## src/rtl/gfx_pkg.sv

```systemverilog
// Shared graphics definitions: framebuffer geometry, fill FSM states
// and the latched rectangle-fill command.
package gfx_pkg;

    localparam int WIDTH  = 640;
    localparam int HEIGHT = 240;
    localparam int XW     = 10;
    localparam int YW     = 8;
    localparam int AW     = 20;

    typedef enum logic [1:0] {
        ST_IDLE,
        ST_SETUP,
        ST_RUN,
        ST_DONE
    } fill_state_t;

    typedef struct packed {
        logic [XW-1:0] x0;
        logic [YW-1:0] y0;
        logic [XW-1:0] w;
        logic [YW-1:0] h;
        logic [7:0]    color;
    } fill_cmd_t;

endpackage

```

## src/rtl/fill_addr_gen.sv

```systemverilog
// Rectangle walker: clips the command to the framebuffer and steps
// col/row/addr one byte per advance, flagging the final byte.
import gfx_pkg::*;

module fill_addr_gen (
    input  logic          clk,
    input  logic          rst,
    input  logic          load,
    input  logic          adv,
    input  logic [XW-1:0] x0,
    input  logic [YW-1:0] y0,
    input  logic [XW-1:0] w,
    input  logic [YW-1:0] h,
    output logic [AW-1:0] addr,
    output logic          empty,
    output logic          last
);

    logic [XW:0]   room_x;
    logic [YW:0]   room_y;
    logic [XW-1:0] ew_c;
    logic [XW-1:0] ew;
    logic [XW-1:0] col;
    logic [YW-1:0] eh_c;
    logic [YW-1:0] eh;
    logic [YW-1:0] row;
    logic [AW-1:0] rowbase_c;
    logic [AW-1:0] rowbase;
    logic          col_end;

    // room_* is only meaningful when the command is not empty
    always_comb begin
        room_x = (XW+1)'(WIDTH) - {1'b0, x0};
        room_y = (YW+1)'(HEIGHT) - {1'b0, y0};
        ew_c = ({1'b0, w} < room_x) ? w : room_x[XW-1:0];
        eh_c = ({1'b0, h} < room_y) ? h : room_y[YW-1:0];
        rowbase_c = AW'(y0) * AW'(WIDTH) + AW'(x0);
        empty = (x0 >= XW'(WIDTH)) || (y0 >= YW'(HEIGHT))
             || (w == '0) || (h == '0);
        col_end = (col == ew - XW'(1));
        last = col_end && (row == eh - YW'(1));
    end

    always_ff @(posedge clk) begin
        if (!rst) begin
            ew      <= '0;
            eh      <= '0;
            col     <= '0;
            row     <= '0;
            rowbase <= '0;
            addr    <= '0;
        end else if (load) begin
            ew      <= ew_c;
            eh      <= eh_c;
            col     <= '0;
            row     <= '0;
            rowbase <= rowbase_c;
            addr    <= rowbase_c;
        end else if (adv && !last) begin
            if (!col_end) begin
                addr <= addr + AW'(1);
                col  <= col + XW'(1);
            end else begin
                rowbase <= rowbase + AW'(WIDTH);
                addr    <= rowbase + AW'(WIDTH);
                col     <= '0;
                row     <= row + YW'(1);
            end
        end
    end

endmodule

```

## src/rtl/vram_fill_arb.sv

```systemverilog
// VRAM port-1 owner: CPU accesses take the port outright, the
// rectangle-fill engine writes one byte on every cycle the CPU leaves free.
import gfx_pkg::*;

module vram_fill_arb (
    input  logic          clk,
    input  logic          rst,
    input  logic          fill_req,
    input  logic [XW-1:0] fill_x0,
    input  logic [YW-1:0] fill_y0,
    input  logic [XW-1:0] fill_w,
    input  logic [YW-1:0] fill_h,
    input  logic [7:0]    fill_color,
    output logic          fill_ack,
    output logic          fill_busy,
    input  logic [AW-1:0] cpu_addr,
    input  logic [7:0]    cpu_wdata,
    input  logic          cpu_we,
    input  logic          cpu_re,
    output logic [7:0]    cpu_rdata,
    output logic [AW-1:0] vm_addr,
    output logic [7:0]    vm_wdata,
    output logic          vm_we,
    output logic          vm_re,
    input  logic [7:0]    vm_rdata
);

    fill_state_t   state;
    fill_cmd_t     cmd;
    logic          cpu_sel;
    logic          load;
    logic          adv;
    logic          empty;
    logic          last;
    logic [AW-1:0] gen_addr;

    assign cpu_sel   = cpu_we | cpu_re;
    assign load      = (state == ST_SETUP);
    assign adv       = (state == ST_RUN) && !cpu_sel;
    assign cpu_rdata = vm_rdata;

    fill_addr_gen u_gen (
        .clk   (clk),
        .rst   (rst),
        .load  (load),
        .adv   (adv),
        .x0    (cmd.x0),
        .y0    (cmd.y0),
        .w     (cmd.w),
        .h     (cmd.h),
        .addr  (gen_addr),
        .empty (empty),
        .last  (last)
    );

    always_ff @(posedge clk) begin
        if (!rst) begin
            state     <= ST_IDLE;
            cmd       <= '0;
            fill_ack  <= 1'b0;
            fill_busy <= 1'b0;
        end else begin
            fill_ack <= 1'b0;
            unique case (state)
                ST_IDLE: begin
                    if (fill_req) begin
                        cmd.x0    <= fill_x0;
                        cmd.y0    <= fill_y0;
                        cmd.w     <= fill_w;
                        cmd.h     <= fill_h;
                        cmd.color <= fill_color;
                        fill_busy <= 1'b1;
                        state     <= ST_SETUP;
                    end
                end
                ST_SETUP: begin
                    if (empty) begin
                        fill_ack <= 1'b1;
                        state    <= ST_DONE;
                    end else begin
                        state <= ST_RUN;
                    end
                end
                ST_RUN: begin
                    if (adv && last) begin
                        fill_ack <= 1'b1;
                        state    <= ST_DONE;
                    end
                end
                ST_DONE: begin
                    fill_busy <= 1'b0;
                    state     <= ST_IDLE;
                end
                default: state <= ST_IDLE;
            endcase
        end
    end

    always_comb begin
        vm_addr  = '0;
        vm_wdata = '0;
        vm_we    = 1'b0;
        vm_re    = 1'b0;
        if (cpu_sel) begin
            vm_addr  = cpu_addr;
            vm_wdata = cpu_wdata;
            vm_we    = cpu_we;
            vm_re    = cpu_re;
        end else if (state == ST_RUN) begin
            vm_addr  = gen_addr;
            vm_wdata = cmd.color;
            vm_we    = 1'b1;
        end
    end

endmodule

```

## config.mk

```make
export PLATFORM = sky130hd
export DESIGN_NAME = vram_fill_arb
export DESIGN_NICKNAME = d
export VERILOG_FILES = /design/src/rtl/gfx_pkg.sv /design/src/rtl/fill_addr_gen.sv /design/src/rtl/vram_fill_arb.sv
export SDC_FILE = /design/constraint.sdc
export NUM_CORES = 1
export LEC_CHECK = 0
export CAP_MARGIN = 20
export CORE_MARGIN = 4
export CORE_UTILIZATION = 61
export CTS_BUF_LIST = sky130_fd_sc_hd__clkbuf_8
export CTS_CLUSTER_SIZE = 30
export DETAILED_ROUTE_END_ITERATION = 8
export PLACE_DENSITY = 0.88
export REMOVE_ABC_BUFFERS = 1
export SYNTH_ARGS = -nofsm -noshare
export SYNTH_HDL_FRONTEND = slang
export SYNTH_SLANG_ARGS = --single-unit
export TNS_END_PERCENT = 1
```

## constraint.sdc

```tcl
create_clock -name clk -period 6.2 [get_ports clk]
set_input_delay 0.93 -clock clk [delete_from_list [all_inputs] [get_ports clk]]
set_output_delay 0.93 -clock clk [all_outputs]
set_load 0.01 [all_outputs]
```

==> metrics.txt <==
worst-skew pair later-pin latency ~0.45 ns; Post-CTS Setup Bufs 0; max_slew headroom between 20% and 30%; fillers between 1000 and 1500; Tmin final 3.89 ns; Hold Startpoint cmd[7]$_SDFFE_PN0P_; minimum hold slack 0.458 ns; Synth cell types slightly above 70; Synth Instances between 1000 and 1500; num rows 42; # IOs ~130; crit path max fanout 31; Tightest Pin Transition 1.08 ns; Final Cycle Share a little over three fifths; GR Util All Layers roughly 29%; core area 0.0134 sq mm; Top Metal Used met4; met2 routed WL between 10000 and 15000 um; Root Buffer clkbuf_8; largest net degree at the start of global routing 60; upper clock frequency limit between 200 and 300 MHz; Mean Syn Cell Area roughly 7.5 sq um; first-pass GRT wire length 38000 um; area fraction of the dominant cell type after synthesis between 20% and 30%; Worst-path clk slew roughly 0.070 ns; drt wl/cell 16.8 um; max-slew violation count 0; register area share after synthesis 29.4%; Vias 8507; Flop pwr share around a third; CTS tree yes; Port-buffer cells between 100 and 150; Net Sw Power roughly 1.6 mW; critical path class in -> out; clock group share of total power 19.4%; final RePlAce weighted congestion 0.917; via density per instance roughly 6.2; area leader, netlist dfxtp_1; DIE AREA 0.0158 sq mm; WP data arrival ~3.0 ns; height of the die approximately 130 um; Area growth, synth to finish 16.8%; dpl hpwl around 16000 um; Hold-fix buffers, CTS 0; clock buffer depth 2; Initial DRC Count roughly 990; Worst Setup Start Kind primary input; Final setup viols 0; PostCTS Resize Cnt 0; register bit total from synthesis roughly 120; initial antenna violation count 0; Post-DP Area 0.00947 sq mm; worst hold-check path type reg -> reg; Pwr Density approximately 380 mW/mm^2; reg2reg start cmd[35]$_SDFFE_PN0P_; status complete, no violations; CP Launch Point cpu_re; number of global-route vias before repair about 8000; H-tree depth 4; overall power 3.74 mW; clk sinks 124; TritonCTS Buffers 17; combinational power share around half; Final TNS setup 0 ns; Die W 126 um; P_leak ~3.8 nW; final antenna-violating net count 0; number of detailed-route iterations in the first pass 5; top_reg_cell synth dfxtp_1; Clock Skew 0.0133 ns; fraction of registers with async set or reset after synthesis 0%; Netlist Area Pre-Place roughly 0.0084 sq mm; design area around 0.0099 sq mm; Synth area leaders dfxtp_1 29%, nand2_1 9.5%, ha_1 6.4%; Final nets approximately 1300; Ys Warns 0; Sw Ratio 44.0%; DRC 0; Int Power 2.09 mW; final hold vios 0; Overflow after GRT 0; CP endpoint kind output pin; total of max-cap violations 0; Req. time, crit path about 5.3 ns; met3 WL approximately 1800 um; Ant. Diodes 0; fin util between 70% and 80%; proportion of layout cells with a drive suffix above 1 between 5 and 6%; number of synthesized flops with an enable pin 0; total routed wirelength around 23000 um; unrepaired setup endpoints after global routing false; DRT met1 WL between 9000 and 10000 um; Starting Density 63.0%; VDD IR max approximately 0.37 mV
## area by class of cell
class	instances	area [sq um]	share of cell area (%)
clock buffer	19	262	2.65
sequential	124	2480	25.2
multi-input combinational	887	5500	55.8
tap	176	220	2.23
inverter	35	131	1.33
clock inverter	10	126	1.28
timing repair buffer	116	1140	11.6
## worst max-delay path, cell delays in order
cell             delay, ns
clkdlybuf4s50_1       0.45
nor2_2                0.12
buf_4                 0.30
nand2_1               0.41
nand2b_1              0.19
clkdlybuf4s50_1       0.55
## stage by stage
stage	setup slack, ns	cells
final	2.31	1367
after detailed placement	2.34	1338
after CTS	2.33	1367
after floorplan	2.21	1046
after global routing	2.16	1367
after global placement	2.37	1338
## layout by cell type, fill, tap and decap left out, types with 6 or more instances in the layout
master,count
o21ai_1,6
nor2_1,50
nor3b_1,8
nand2_1,214
a21oi_1,103
or4_1,11
ha_1,42
nor2b_1,8
buf_4,8
nand3_1,71
a211o_1,10
nor4_1,13
inv_1,36
nand4_1,13
clkbuf_8,19
a31oi_1,13
and3_1,19
o211ai_1,11
nor3_1,27
o21a_1,8
a21o_1,12
o31ai_1,13
mux2i_1,12
clkdlybuf4s50_1,108
a211oi_1,6
o21ai_0,39
o22ai_1,6
xnor2_1,42
xor2_1,29
nand2b_1,11
and2_1,6
dfxtp_1,124
## sequential cells by signal, indices dropped and copies added (netlist names)
name	flops
cmd	44
u_gen.addr	20
u_gen.rowbase	20
u_gen.col	10
u_gen.ew	10
u_gen.eh	8
u_gen.row	8
state	2
fill_ack	1
fill_busy	1
## power by group through the flow
stage	sequential (mW)	combinational (mW)	clock, mW
finish	1.21	1.80	0.725
global route	1.24	1.99	0.765
CTS	1.20	1.78	0.725
detailed placement	1.22	1.76	0
global placement	1.21	1.71	0
floorplan	1.15	1.30	0
## layer usage
layer	up-vias	track usage, %
met5	-	0
met4	0	10.8
met3	59	6.01
met2	370	47.8
met1	3941	36.5
li1	4137	-
## final timing paths
kind                                                  to  slack [ns]  cells past startpoint
worst min register to register       cmd[7]$_SDFFE_PN0P_        0.46                      2
worst max register to register  u_gen.ew[1]$_SDFFE_PN0P_        2.71                     13
worst min-delay path                 cmd[7]$_SDFFE_PN0P_        0.46                      2
worst max-delay path                               vm_we        2.31                      6
## cells in the mapped netlist, drive strengths merged (10+ instances only)
library cell	number
nor4	14
nand2	214
nand2b	11
o31ai	13
buf	30
a21o	12
a21oi	103
ha	43
and3	19
inv	35
nand4	13
o21ai	45
a31oi	13
xor2	29
nor3	31
clkbuf	50
mux2i	12
o211ai	11
or4	11
a211o	10
xnor2	44
nand3	71
dfxtp	124
nor2	51
## kinds of logic after synthesis
logic type               share of synthesized area, %
AND/OR/NAND/NOR                                  26.5
AO/OA/AOI/OAI                                    21.6
flip-flops                                       29.4
buffers and inverters                            5.57
XOR/XNOR                                         8.01
adder cells (fa/ha/maj)                          6.84
multiplexers                                     2.09
(Power assumes the default switching activity.)
